**src/rtl/alu_share_arbiter_pkg.sv**
```systemverilog
// Shared definitions for the ALU share arbiter: opcode encodings and the
// opcode-support predicate used to raise rsp_err.
package alu_share_arbiter_pkg;

  localparam logic [3:0] OP_ADD = 4'b0001;
  localparam logic [3:0] OP_SUB = 4'b0010;
  localparam logic [3:0] OP_AND = 4'b0011;
  localparam logic [3:0] OP_LDA = 4'b0100;

  function automatic logic is_supported(input logic [3:0] op);
    return (op == OP_ADD) || (op == OP_SUB) || (op == OP_AND) || (op == OP_LDA);
  endfunction

endpackage

```
**src/rtl/alu_share_arbiter_rr_pick.sv**
```systemverilog
// Combinational round-robin first-valid finder.
// Ports:
//   vec_i    - request vector
//   ptr_i    - search start index (0 gives plain lowest-index priority)
//   onehot_o - one-hot of the first set bit at or after ptr_i, wrapping
//   idx_o    - binary index of that bit
//   any_o    - high when any bit of vec_i is set
module alu_share_arbiter_rr_pick #(
  parameter int unsigned N     = 4,
  parameter int unsigned PTR_W = 2
) (
  input  logic [N-1:0]     vec_i,
  input  logic [PTR_W-1:0] ptr_i,
  output logic [N-1:0]     onehot_o,
  output logic [PTR_W-1:0] idx_o,
  output logic             any_o
);

  logic found;

  // Two passes instead of a modulo index: first search [ptr, N-1], then, if
  // nothing was found, take the lowest set bit, which must lie below ptr.
  always_comb begin
    onehot_o = '0;
    idx_o    = '0;
    found    = 1'b0;
    for (int unsigned j = 0; j < N; j++) begin
      if (!found && vec_i[j] && (j >= 32'(ptr_i))) begin
        found       = 1'b1;
        onehot_o[j] = 1'b1;
        idx_o       = PTR_W'(j);
      end
    end
    for (int unsigned j = 0; j < N; j++) begin
      if (!found && vec_i[j]) begin
        found       = 1'b1;
        onehot_o[j] = 1'b1;
        idx_o       = PTR_W'(j);
      end
    end
    any_o = found;
  end

endmodule

```
**src/rtl/alu_share_arbiter.sv**
```systemverilog
// Shares one ALU between NUM_REQ requesters. One grant per cycle chosen by
// lock holder, then fixed priority or round-robin; the result is returned
// registered one cycle after the handshake.
// Ports:
//   clk, reset  - clock, synchronous active-high reset
//   prio_mode   - 0 round-robin, 1 fixed priority (index 0 highest)
//   req_valid   - per-requester request valid
//   req_lock    - per-requester request to keep the grant next cycle
//   req_op      - per-requester 4-bit opcode slices
//   req_a/req_b - per-requester operand slices
//   req_ready   - combinational one-hot grant
//   rsp_valid   - registered one-hot result strobe
//   rsp_data    - registered shared result bus
//   rsp_err     - registered unsupported-opcode flag
//   lock_owner  - one-hot current lock holder (0 = none)
//   op_count    - saturating count of completed grants
module alu_share_arbiter
  import alu_share_arbiter_pkg::*;
#(
  parameter int unsigned NUM_REQ = 4,
  parameter int unsigned DATA_W  = 8,
  parameter int unsigned CNT_W   = 16
) (
  input  logic                      clk,
  input  logic                      reset,
  input  logic                      prio_mode,
  input  logic [NUM_REQ-1:0]        req_valid,
  input  logic [NUM_REQ-1:0]        req_lock,
  input  logic [4*NUM_REQ-1:0]      req_op,
  input  logic [DATA_W*NUM_REQ-1:0] req_a,
  input  logic [DATA_W*NUM_REQ-1:0] req_b,
  output logic [NUM_REQ-1:0]        req_ready,
  output logic [NUM_REQ-1:0]        rsp_valid,
  output logic [DATA_W-1:0]         rsp_data,
  output logic                      rsp_err,
  output logic [NUM_REQ-1:0]        lock_owner,
  output logic [CNT_W-1:0]          op_count
);

  localparam int unsigned PTR_W = (NUM_REQ > 1) ? $clog2(NUM_REQ) : 1;

  logic [PTR_W-1:0]   rr_ptr_q, rr_ptr_d;
  logic [NUM_REQ-1:0] lock_q, lock_d;
  logic [NUM_REQ-1:0] rsp_valid_q, rsp_valid_d;
  logic [DATA_W-1:0]  rsp_data_q, rsp_data_d;
  logic               rsp_err_q, rsp_err_d;
  logic [CNT_W-1:0]   cnt_q, cnt_d;

  logic [PTR_W-1:0]   pick_ptr;
  logic [NUM_REQ-1:0] pick_oh;
  logic [PTR_W-1:0]   pick_idx;
  logic               pick_any;

  logic               lock_hit;
  logic [PTR_W-1:0]   lock_idx;
  logic [NUM_REQ-1:0] grant_oh;
  logic [PTR_W-1:0]   grant_idx;
  logic               hs;

  logic [3:0]         sel_op;
  logic [DATA_W-1:0]  sel_a, sel_b;
  logic [DATA_W-1:0]  alu_res;

  // Fixed priority is a round-robin search that always starts at index 0.
  assign pick_ptr = prio_mode ? '0 : rr_ptr_q;

  alu_share_arbiter_rr_pick #(
    .N     (NUM_REQ),
    .PTR_W (PTR_W)
  ) u_rr_pick (
    .vec_i    (req_valid),
    .ptr_i    (pick_ptr),
    .onehot_o (pick_oh),
    .idx_o    (pick_idx),
    .any_o    (pick_any)
  );

  always_comb begin
    lock_hit = |(lock_q & req_valid);
    lock_idx = '0;
    for (int unsigned i = 0; i < NUM_REQ; i++) begin
      if (lock_q[i]) lock_idx = PTR_W'(i);
    end
    grant_oh  = lock_hit ? lock_q : pick_oh;
    grant_idx = lock_hit ? lock_idx : pick_idx;
    hs        = lock_hit | pick_any;
  end

  assign req_ready = grant_oh;

  // Operand mux driven by the one-hot grant.
  always_comb begin
    sel_op = '0;
    sel_a  = '0;
    sel_b  = '0;
    for (int unsigned i = 0; i < NUM_REQ; i++) begin
      if (grant_oh[i]) begin
        sel_op = req_op[4*i +: 4];
        sel_a  = req_a[DATA_W*i +: DATA_W];
        sel_b  = req_b[DATA_W*i +: DATA_W];
      end
    end
  end

  always_comb begin
    alu_res = '0;
    case (sel_op)
      OP_ADD:  alu_res = sel_a + sel_b;
      OP_SUB:  alu_res = sel_a - sel_b;
      OP_AND:  alu_res = sel_a & sel_b;
      OP_LDA:  alu_res = sel_a + sel_b;
      default: alu_res = '0;
    endcase
  end

  always_comb begin
    rr_ptr_d    = rr_ptr_q;
    rsp_data_d  = rsp_data_q;
    rsp_err_d   = rsp_err_q;
    cnt_d       = cnt_q;
    rsp_valid_d = grant_oh;
    // Without a handshake no requester is valid, so any lock holder has
    // dropped its request and the lock is released.
    lock_d      = (hs && |(req_lock & grant_oh)) ? grant_oh : '0;
    if (hs) begin
      rr_ptr_d   = (grant_idx == PTR_W'(NUM_REQ - 1)) ? '0 : grant_idx + 1'b1;
      rsp_data_d = alu_res;
      rsp_err_d  = !is_supported(sel_op);
      if (cnt_q != '1) cnt_d = cnt_q + 1'b1;
    end
  end

  always_ff @(posedge clk) begin
    if (reset) begin
      rr_ptr_q    <= '0;
      lock_q      <= '0;
      rsp_valid_q <= '0;
      rsp_data_q  <= '0;
      rsp_err_q   <= 1'b0;
      cnt_q       <= '0;
    end else begin
      rr_ptr_q    <= rr_ptr_d;
      lock_q      <= lock_d;
      rsp_valid_q <= rsp_valid_d;
      rsp_data_q  <= rsp_data_d;
      rsp_err_q   <= rsp_err_d;
      cnt_q       <= cnt_d;
    end
  end

  assign rsp_valid  = rsp_valid_q;
  assign rsp_data   = rsp_data_q;
  assign rsp_err    = rsp_err_q;
  assign lock_owner = lock_q;
  assign op_count   = cnt_q;

endmodule

```
**config.mk**
```make
export PLATFORM = sky130hd
export DESIGN_NAME = alu_share_arbiter
export DESIGN_NICKNAME = d
export VERILOG_FILES = /design/src/rtl/alu_share_arbiter_pkg.sv /design/src/rtl/alu_share_arbiter_rr_pick.sv /design/src/rtl/alu_share_arbiter.sv
export SDC_FILE = /design/constraint.sdc
export NUM_CORES = 1
export LEC_CHECK = 0
export ABC_CLOCK_PERIOD_IN_PS = 7850
export CORE_ASPECT_RATIO = 0.6
export CORE_MARGIN = 2
export CORE_UTILIZATION = 30
export CTS_BUF_LIST = sky130_fd_sc_hd__clkbuf_8
export CTS_CLUSTER_DIAMETER = 30
export DETAILED_ROUTE_END_ITERATION = 8
export PLACE_DENSITY = 0.69
export REMOVE_ABC_BUFFERS = 1
export SYNTH_ARGS = -nofsm -noshare
export SYNTH_HDL_FRONTEND = slang
export SYNTH_HIERARCHICAL = 1
export SYNTH_SLANG_ARGS = --single-unit
export TNS_END_PERCENT = 30
```
**constraint.sdc**
```tcl
create_clock -name clk -period 7.85 [get_ports clk]
set_clock_uncertainty 0.15 [all_clocks]
set_input_delay 1.57 -clock clk [delete_from_list [all_inputs] [get_ports clk]]
set_output_delay 1.57 -clock clk [all_outputs]
set_load 0.02 [all_outputs]
```
Yosys cells after proc, flatten, opt, wreduce, memory -nomap -nowiden
Index checks and enable logic that the tools add are counted.
{"block": "word_totals", "reg_bits": 35, "out_inout_bits": 37, "elab_cells": 93}
{"block": "op_classes", "n_addsub": 4, "order_cmp": 3, "eq_ne": 6, "mux": 42, "n_bitwise": 5, "n_reduce_logical": 27}
{"cell": "$mux 8", "count": 8}
{"cell": "$pmux 8 s3", "count": 1}
{"cell": "$mux 2", "count": 11}
{"cell": "$mux 4", "count": 5}
{"cell": "$mux 1", "count": 17}
{"cell": "$add 16x1->16 const B", "count": 1}
{"cell": "$ne 16x16->1 const B", "count": 1}
{"cell": "$logic_and 1x1->1", "count": 11}
{"cell": "$add 8x8->8", "count": 1}
{"cell": "$and 4x4->4", "count": 2}
{"cell": "$and 8x8->8", "count": 1}
{"cell": "$eq 4x2->1 const B", "count": 2}
{"cell": "$logic_not 1->1", "count": 8}
{"cell": "$reduce_or 4->1", "count": 2}
{"cell": "$sub 8x8->8", "count": 1}
{"cell": "$eq 4x1->1 const B", "count": 1}
{"cell": "$eq 4x3->1 const B", "count": 1}
{"cell": "$ge 1x2->1 const A", "count": 2}
{"cell": "$reduce_or 2->1", "count": 2}
{"cell": "$logic_or 1x1->1", "count": 3}
{"cell": "$add 2x1->2 const B", "count": 1}
{"cell": "$eq 2x2->1 const B", "count": 1}
{"cell": "$ge 2x2->1 const A", "count": 1}
{"cell": "$reduce_and 2->1", "count": 1}
{"cell": "2 further kinds", "count": 2}

Longest topological paths before layout
{"block": "depth", "ltp_word": 37, "depth_mapped": 25, "depth_no_buf": 22}

By module
The synthesis kept the hierarchy.
{"mod": "alu_share_arbiter", "n_inst": 1, "cells_per_inst": 373, "area_each_um2": 2975.4, "seq_area_each_um2": 700.7}
{"mod": "alu_share_arbiter_rr_pick", "n_inst": 1, "cells_per_inst": 33, "area_each_um2": 222.7, "seq_area_each_um2": 0.0}

Least setup slack after synthesis
Ideal clock, no wire load.
{"block": "synth_timing", "path_kind": "input -> register", "start": "input prio_mode", "end": "register rsp_data_q[7], in the netlist rsp_data[7]", "arrival_ns": 5.477, "setup_slack_ns": 2.156, "path_stages": 22, "cell_sequence": "nor2b_1 buf_4 nor2b_1 o21ai_0 and3_1 clkbuf_1 nor2b_1 mux2_4 a221oi_2 o31ai_4 a21oi_2 nor2_1 a21oi_1 ha_1 a21o_1 a21oi_1 nor2_1 a211oi_1 o21bai_1 a21oi_1 xnor3_1 o21ai_2"}
{"block": "synth_via", "word_cells_on_any_way": 59, "classes_between": "add/sub (2); order compare (3); eq/ne (4); mux (30); bitwise (2); reduce/logical (18)"}
{"element": "start, declared", "line_no": "alu_share_arbiter.sv:26", "text": "input logic prio_mode,"}
{"element": "$mux 2 *", "line_no": "alu_share_arbiter.sv:65", "text": "assign pick_ptr = prio_mode ? '0 : rr_ptr_q;"}
{"element": "$ge 1x2->1", "line_no": "alu_share_arbiter_rr_pick.sv:28", "text": "if (!found && vec_i[j] && (j >= 32'(ptr_i))) begin"}
{"element": "$logic_and 1x1->1", "line_no": "alu_share_arbiter_rr_pick.sv:28"}
{"element": "$mux 1", "line_no": "alu_share_arbiter_rr_pick.sv:28"}
{"element": "$logic_not 1->1", "line_no": "alu_share_arbiter_rr_pick.sv:28"}
{"element": "$logic_and 1x1->1 (2 in series)", "line_no": "alu_share_arbiter_rr_pick.sv:28"}
{"element": "$mux 1", "line_no": "alu_share_arbiter_rr_pick.sv:28"}
{"element": "$logic_not 1->1", "line_no": "alu_share_arbiter_rr_pick.sv:28"}
{"element": "[... 8 more ...]"}
{"element": "$mux 1", "line_no": "alu_share_arbiter_rr_pick.sv:35", "text": "if (!found && vec_i[j]) begin"}
{"element": "$logic_not 1->1", "line_no": "alu_share_arbiter_rr_pick.sv:35"}
{"element": "$logic_and 1x1->1", "line_no": "alu_share_arbiter_rr_pick.sv:35"}
{"element": "$mux 1 *", "line_no": "alu_share_arbiter_rr_pick.sv:35"}
{"element": "named net pick_oh[1]", "line_no": "alu_share_arbiter.sv:50", "text": "logic [NUM_REQ-1:0] pick_oh;"}
{"element": "$mux 4 *", "line_no": "alu_share_arbiter.sv:84", "text": "grant_oh = lock_hit ? lock_q : pick_oh;"}
{"element": "parallel branches: the longest is 5 deep, another holds $add 8x8->8"}
{"element": "$pmux 8 s3 *", "line_no": "alu_share_arbiter.sv:107", "text": "case (sel_op)"}
{"element": "end signal, assigned", "line_no": "alu_share_arbiter.sv:145", "text": "rsp_data_q <= rsp_data_d;"}
{"element": "end, declared", "line_no": "alu_share_arbiter.sv:45", "text": "logic [DATA_W-1:0] rsp_data_q, rsp_data_d;"}
Mark *: on every way through the listed nets, which the timed path passes.
A chain may end at the register's enable or synchronous reset.

Worst setup path after layout
{"block": "layout_timing", "start": "input prio_mode", "end": "register rsp_data_q[7], in the netlist rsp_data[7]"}
{"block": "layout_via", "word_cells_on_any_way": 59, "classes_between": "add/sub (2); order compare (3); eq/ne (4); mux (30); bitwise (2); reduce/logical (18)"}
{"element": "$mux 2 *", "line_no": "alu_share_arbiter.sv:65"}
{"element": "named net pick_ptr[1]", "line_no": "alu_share_arbiter.sv:49", "text": "logic [PTR_W-1:0] pick_ptr;"}
{"element": "$ge 1x2->1", "line_no": "alu_share_arbiter_rr_pick.sv:28"}
{"element": "$logic_and 1x1->1", "line_no": "alu_share_arbiter_rr_pick.sv:28"}
{"element": "$mux 1", "line_no": "alu_share_arbiter_rr_pick.sv:28"}
{"element": "$logic_not 1->1", "line_no": "alu_share_arbiter_rr_pick.sv:28"}
{"element": "$logic_and 1x1->1 (2 in series)", "line_no": "alu_share_arbiter_rr_pick.sv:28"}
{"element": "$mux 1", "line_no": "alu_share_arbiter_rr_pick.sv:28"}
{"element": "[... 9 more ...]"}
{"element": "$mux 1", "line_no": "alu_share_arbiter_rr_pick.sv:35"}
{"element": "$logic_not 1->1", "line_no": "alu_share_arbiter_rr_pick.sv:35"}
{"element": "$logic_and 1x1->1", "line_no": "alu_share_arbiter_rr_pick.sv:35"}
{"element": "$mux 1 *", "line_no": "alu_share_arbiter_rr_pick.sv:35"}
{"element": "named net pick_oh[1]", "line_no": "alu_share_arbiter.sv:50"}
{"element": "$mux 4 *", "line_no": "alu_share_arbiter.sv:84"}
{"element": "parallel branches: the longest is 5 deep, another holds $add 8x8->8"}
{"element": "$pmux 8 s3 *", "line_no": "alu_share_arbiter.sv:107"}
Marked as above.

==> run_results.csv <==
group,metric,value,unit
logic_synthesis,syn-instance-count,406,
logic_synthesis,yosysWarningCount,6,
clock_tree,post_cts_resized,0,
min_path,min_to,"rsp_data[1]$_SDFFE_PP0P_",
min_path,hp-start,"rsp_data[1]$_SDFFE_PP0P_",
routing,drt_pass1_iterations,6,
logic_synthesis,async_flop_share,0,
sta,min_period,6.87,ns
pwr,swShare,0.396,
sta,worst-slew-pin-transition,0.819,ns
routing,vias,3579,
global_routing,antenna_found_initial,0,
floorplan,design.core.area,0.0105,mm²
clock_tree,clk_latency,0.30,ns
sta,rsz0062_at_grt,"false",
worst_setup_path,crit_path_start_kind,"primary input",
routing,routedWlPerCell,17.3,µm
worst_setup_path,rr_endpoint,"rsp_data[7]$_SDFFE_PP0P_",
final_layout,synthToLayoutAreaGrowth,44.4,%
final_layout,fin_nets,622,
status,status,"finished clean",
worst_setup_path,regToRegStartpoint,"rr_ptr_q[1]$_SDFFE_PP0P_",
worst_setup_path,path_class,"primary input to flop",
placed_design,io_buffers,127,
final_layout,final_area,0.00462,mm²
floorplan,rows,29,
global_routing,grt.met1_usage,0.292,
worst_setup_path,crit_chain,"clkdlybuf4s50_1 > nor2b_1 > nand2b_1 > nand2_1 > and3_1 > mux2i_1 > clkinv_2 > a221oi_2 > o31ai_4 > a21oi_2 > nor2_1 > a21oi_1 > ha_1 > a21o_1 > a21oi_1 > nor2_1 > a211oi_1 > o21bai_1 > a21oi_1 > xnor3_1 > o21ai_2",
clock_tree,postCtsSetupBuffers,0,
min_path,holdPathStages,2,
global_routing,grt-ovfl-total,0,
floorplan,die_area,0.0115,mm²
floorplan,ios,128,
logic_synthesis,ys_top_cells_by_area,"dfxtp_1 22%, nor2_1 7.2%, a21oi_1 5.2%",
clock_tree,cts_root_buf,"clkbuf_8",
sta,hold_slack,0.345,ns
worst_setup_path,required,7.94,ns
logic_synthesis,synth_ff_type,"dfxtp_1",
final_layout,drive_gt1_frac,0.0824,
routing,postRouteAntennaNets,0,
worst_setup_path,crit_path_end_kind,"flop",
routing,viasPerCell,5.41,
pwr,internal_power,498,µW
global_routing,grt_use_met3,0.0443,
final_layout,fillers,1023,
placed_design,dp_cells,653,
logic_synthesis,yosysSeqAreaShare,0.219,
clock_tree,htree_num_levels,2,
sta,maxSlewHeadroom,0.449,
worst_setup_path,ff2ff_setup_slack,2.33,ns
worst_setup_path,crit_buf_inv,2,
logic_synthesis,yosys_register_bits,35,
routing,postRouteWirelength,11400,µm
sta,fmax,0.146,GHz
sta,hold_viol_final,0,
placed_design,gp_congestion,0.899,
floorplan,die_height,84.0,µm
global_routing,track_usage,0.199,
global_routing,busiest_layer,"met2",
worst_setup_path,max_stage_delay,0.55,ns
routing,initialDrtViolationCount,240,
worst_setup_path,crit_path_max_fanout,16,
pwr,p_comb_frac,0.571,
pwr,vdd_ir_drop_max,0.0765,mV
logic_synthesis,synth_top_area_share,0.219,
clock_tree,cts_made_buffers,5,
pwr,seq_power_share,0.253,
sta,drv_slew,0,
sta,tns,0,ns
floorplan,die_w,137,µm
final_layout,instances_no_fill,661,
clock_tree,cts_buffer_depth,2,
final_layout,diodes,0,
placed_design,hpwl,9120,µm
placed_design,place_area,0.00452,mm²
min_path,hp-class,"flop to flop",
worst_setup_path,r2r_cells,20,
pwr,switchingPower,326,µW
worst_setup_path,crit_top_cell,"a21oi_1",
clock_tree,cts_tree,"done",
routing,drc,0,
final_layout,final_cell_mix,"127 x clkdlybuf4s50_1, 61 x nor2_1, 35 x dfxtp_1, 33 x a21oi_1, 25 x nand2_1",
clock_tree,hold_buffers,0,
logic_synthesis,syn_area,0.00320,mm²
floorplan,start_util,0.305,
global_routing,grt_pass1_wl,18100,µm
sta,post-route-period-util,0.875,
global_routing,grt_pass1_vias,3522,
final_layout,final_common_cell,"clkdlybuf4s50_1",
worst_setup_path,crit_slowest_cell,"nor2b_1",
pwr,p_per_area,179,mW/mm²
pwr,clkPwrFrac,0.176,
pwr,power_leakage,1.76,nW
worst_setup_path,path_delay_family,"compound AO/OA/AOI/OAI gates",
worst_setup_path,cp_data_arrival_time,6.96,ns
sta,finalSetupViolCount,0,
logic_synthesis,synth-edff-count,0,
global_routing,met2_usage,0.294,
logic_synthesis,synth_area_leader_cell,"dfxtp_1",
clock_tree,cts.sinks,35,
sta,setup_slack,0.979,ns
clock_tree,cts.clk_slew.worst_paths,0.08,ns
logic_synthesis,syn_avg_cell_area,7.88,µm²
global_routing,grt_max_degree,33,
run,cap_violations,0,
placed_design,post-place-ws,0.754,ns
logic_synthesis,ys_types,71,
==> worst max-delay path by stage <==
stage	start	to	slack, ns	cells after the start
6_report	prio_mode	rsp_data[7]$_SDFFE_PP0P_	0.98	21
5_1_grt	prio_mode	rsp_data[7]$_SDFFE_PP0P_	0.49	21
4_1_cts	prio_mode	rsp_data[7]$_SDFFE_PP0P_	1.07	21
3_5_place_dp	prio_mode	rsp_data[7]$_SDFFE_PP0P_	0.75	21
3_3_place_gp	prio_mode	rsp_data[7]$_SDFFE_PP0P_	1.07	21
2_1_floorplan	prio_mode	rsp_data[7]$_SDFFE_PP0P_	1.39	21
==> synth_stat cells, drive strengths merged (2+ instances only) <==
master   number
mux2          2
nand3b        6
a22oi         6
o21bai        2
or3           3
xor2          9
mux2i         6
and2          4
o21a          2
dfxtp        35
nand3        12
a21oi        35
o2111ai       4
o211ai        3
nor2         62
a2bb2oi       5
nand2        26
a21o          6
o211a         2
and3          9
xnor2        18
or4b          2
clkbuf        8
nor3         14
a222oi        3
a221oi       17
buf          15
o21ai        17
a211oi        5
a22o          4
o22ai         2
nand4         2
inv          15
ha            9
nand2b        5
a31oi         6
o31ai         9
nor2b         5
==> worst register-to-register path: stages (launching register included) <==
cell      delay [ns]
dfxtp_1         0.34
nor2b_1         0.56
nand2b_1        0.22
nand2_1         0.06
and3_1          0.31
mux2i_1         0.43
clkinv_2        0.38
a221oi_2        0.40
o31ai_4         0.13
a21oi_2         0.34
nor2_1          0.07
a21oi_1         0.22
ha_1            0.28
a21o_1          0.18
a21oi_1         0.22
nor2_1          0.08
a211oi_1        0.32
o21bai_1        0.11
a21oi_1         0.19
xnor3_1         0.34
o21ai_2         0.13
==> state kept, by name, indices dropped and copies added (netlist names) <==
register and flops:
lock_owner 4, op_count 16, rr_ptr_q 2, rsp_data 8, rsp_err 1, rsp_valid 4
==> cell type report <==
cell class                 instances  area [µm²]  area share
multi-input combinational        332        2280       0.494
timing repair buffer             131        1300       0.282
sequential                        35         701       0.152
tap                              139         174      0.0377
clock buffer                       6        82.6      0.0179
inverter                          16        61.3      0.0133
clock inverter                     2        16.3     0.00352
==> stage by stage <==
step | total power [mW] | utilization
floorplan | 0.520 | -
global placement | 0.668 | 0.431
detailed placement | 0.678 | 0.431
CTS | 0.829 | 0.440
global route | 0.888 | 0.440
finish | 0.825 | 0.440
==> kinds of logic (layout without fill, tap and decap cells) <==
logic type / after synthesis / in the layout / synth area share
flops: 35 / 35 / 0.219
buf+inv: 39 / 155 / 0.0673
fa+ha+maj: 10 / 10 / 0.0415
simple gates: 154 / 154 / 0.236
mux: 8 / 8 / 0.0270
xor+xnor: 28 / 28 / 0.0810
compound gates: 132 / 132 / 0.328
==> per-layer routing <==
| metal | vias up | wire length, µm |
|---|---|---|
| met4 | 0 | 152 |
| met5 | - | 0 |
| li1 | 1730 | - |
| met1 | 1679 | 5600 |
| met2 | 157 | 4620 |
| met3 | 13 | 1060 |
==> power by group through the flow <==
stage          Clock (mW)  Sequential (mW)  Combinational (mW)
2_1_floorplan           0            0.231               0.290
3_5_place_dp            0            0.212               0.465
5_1_grt             0.158            0.211               0.519
6_report            0.145            0.208               0.471
3_3_place_gp            0            0.212               0.456
4_1_cts             0.152            0.208               0.469
No activity file was read; power rests on OpenSTA's default activity.
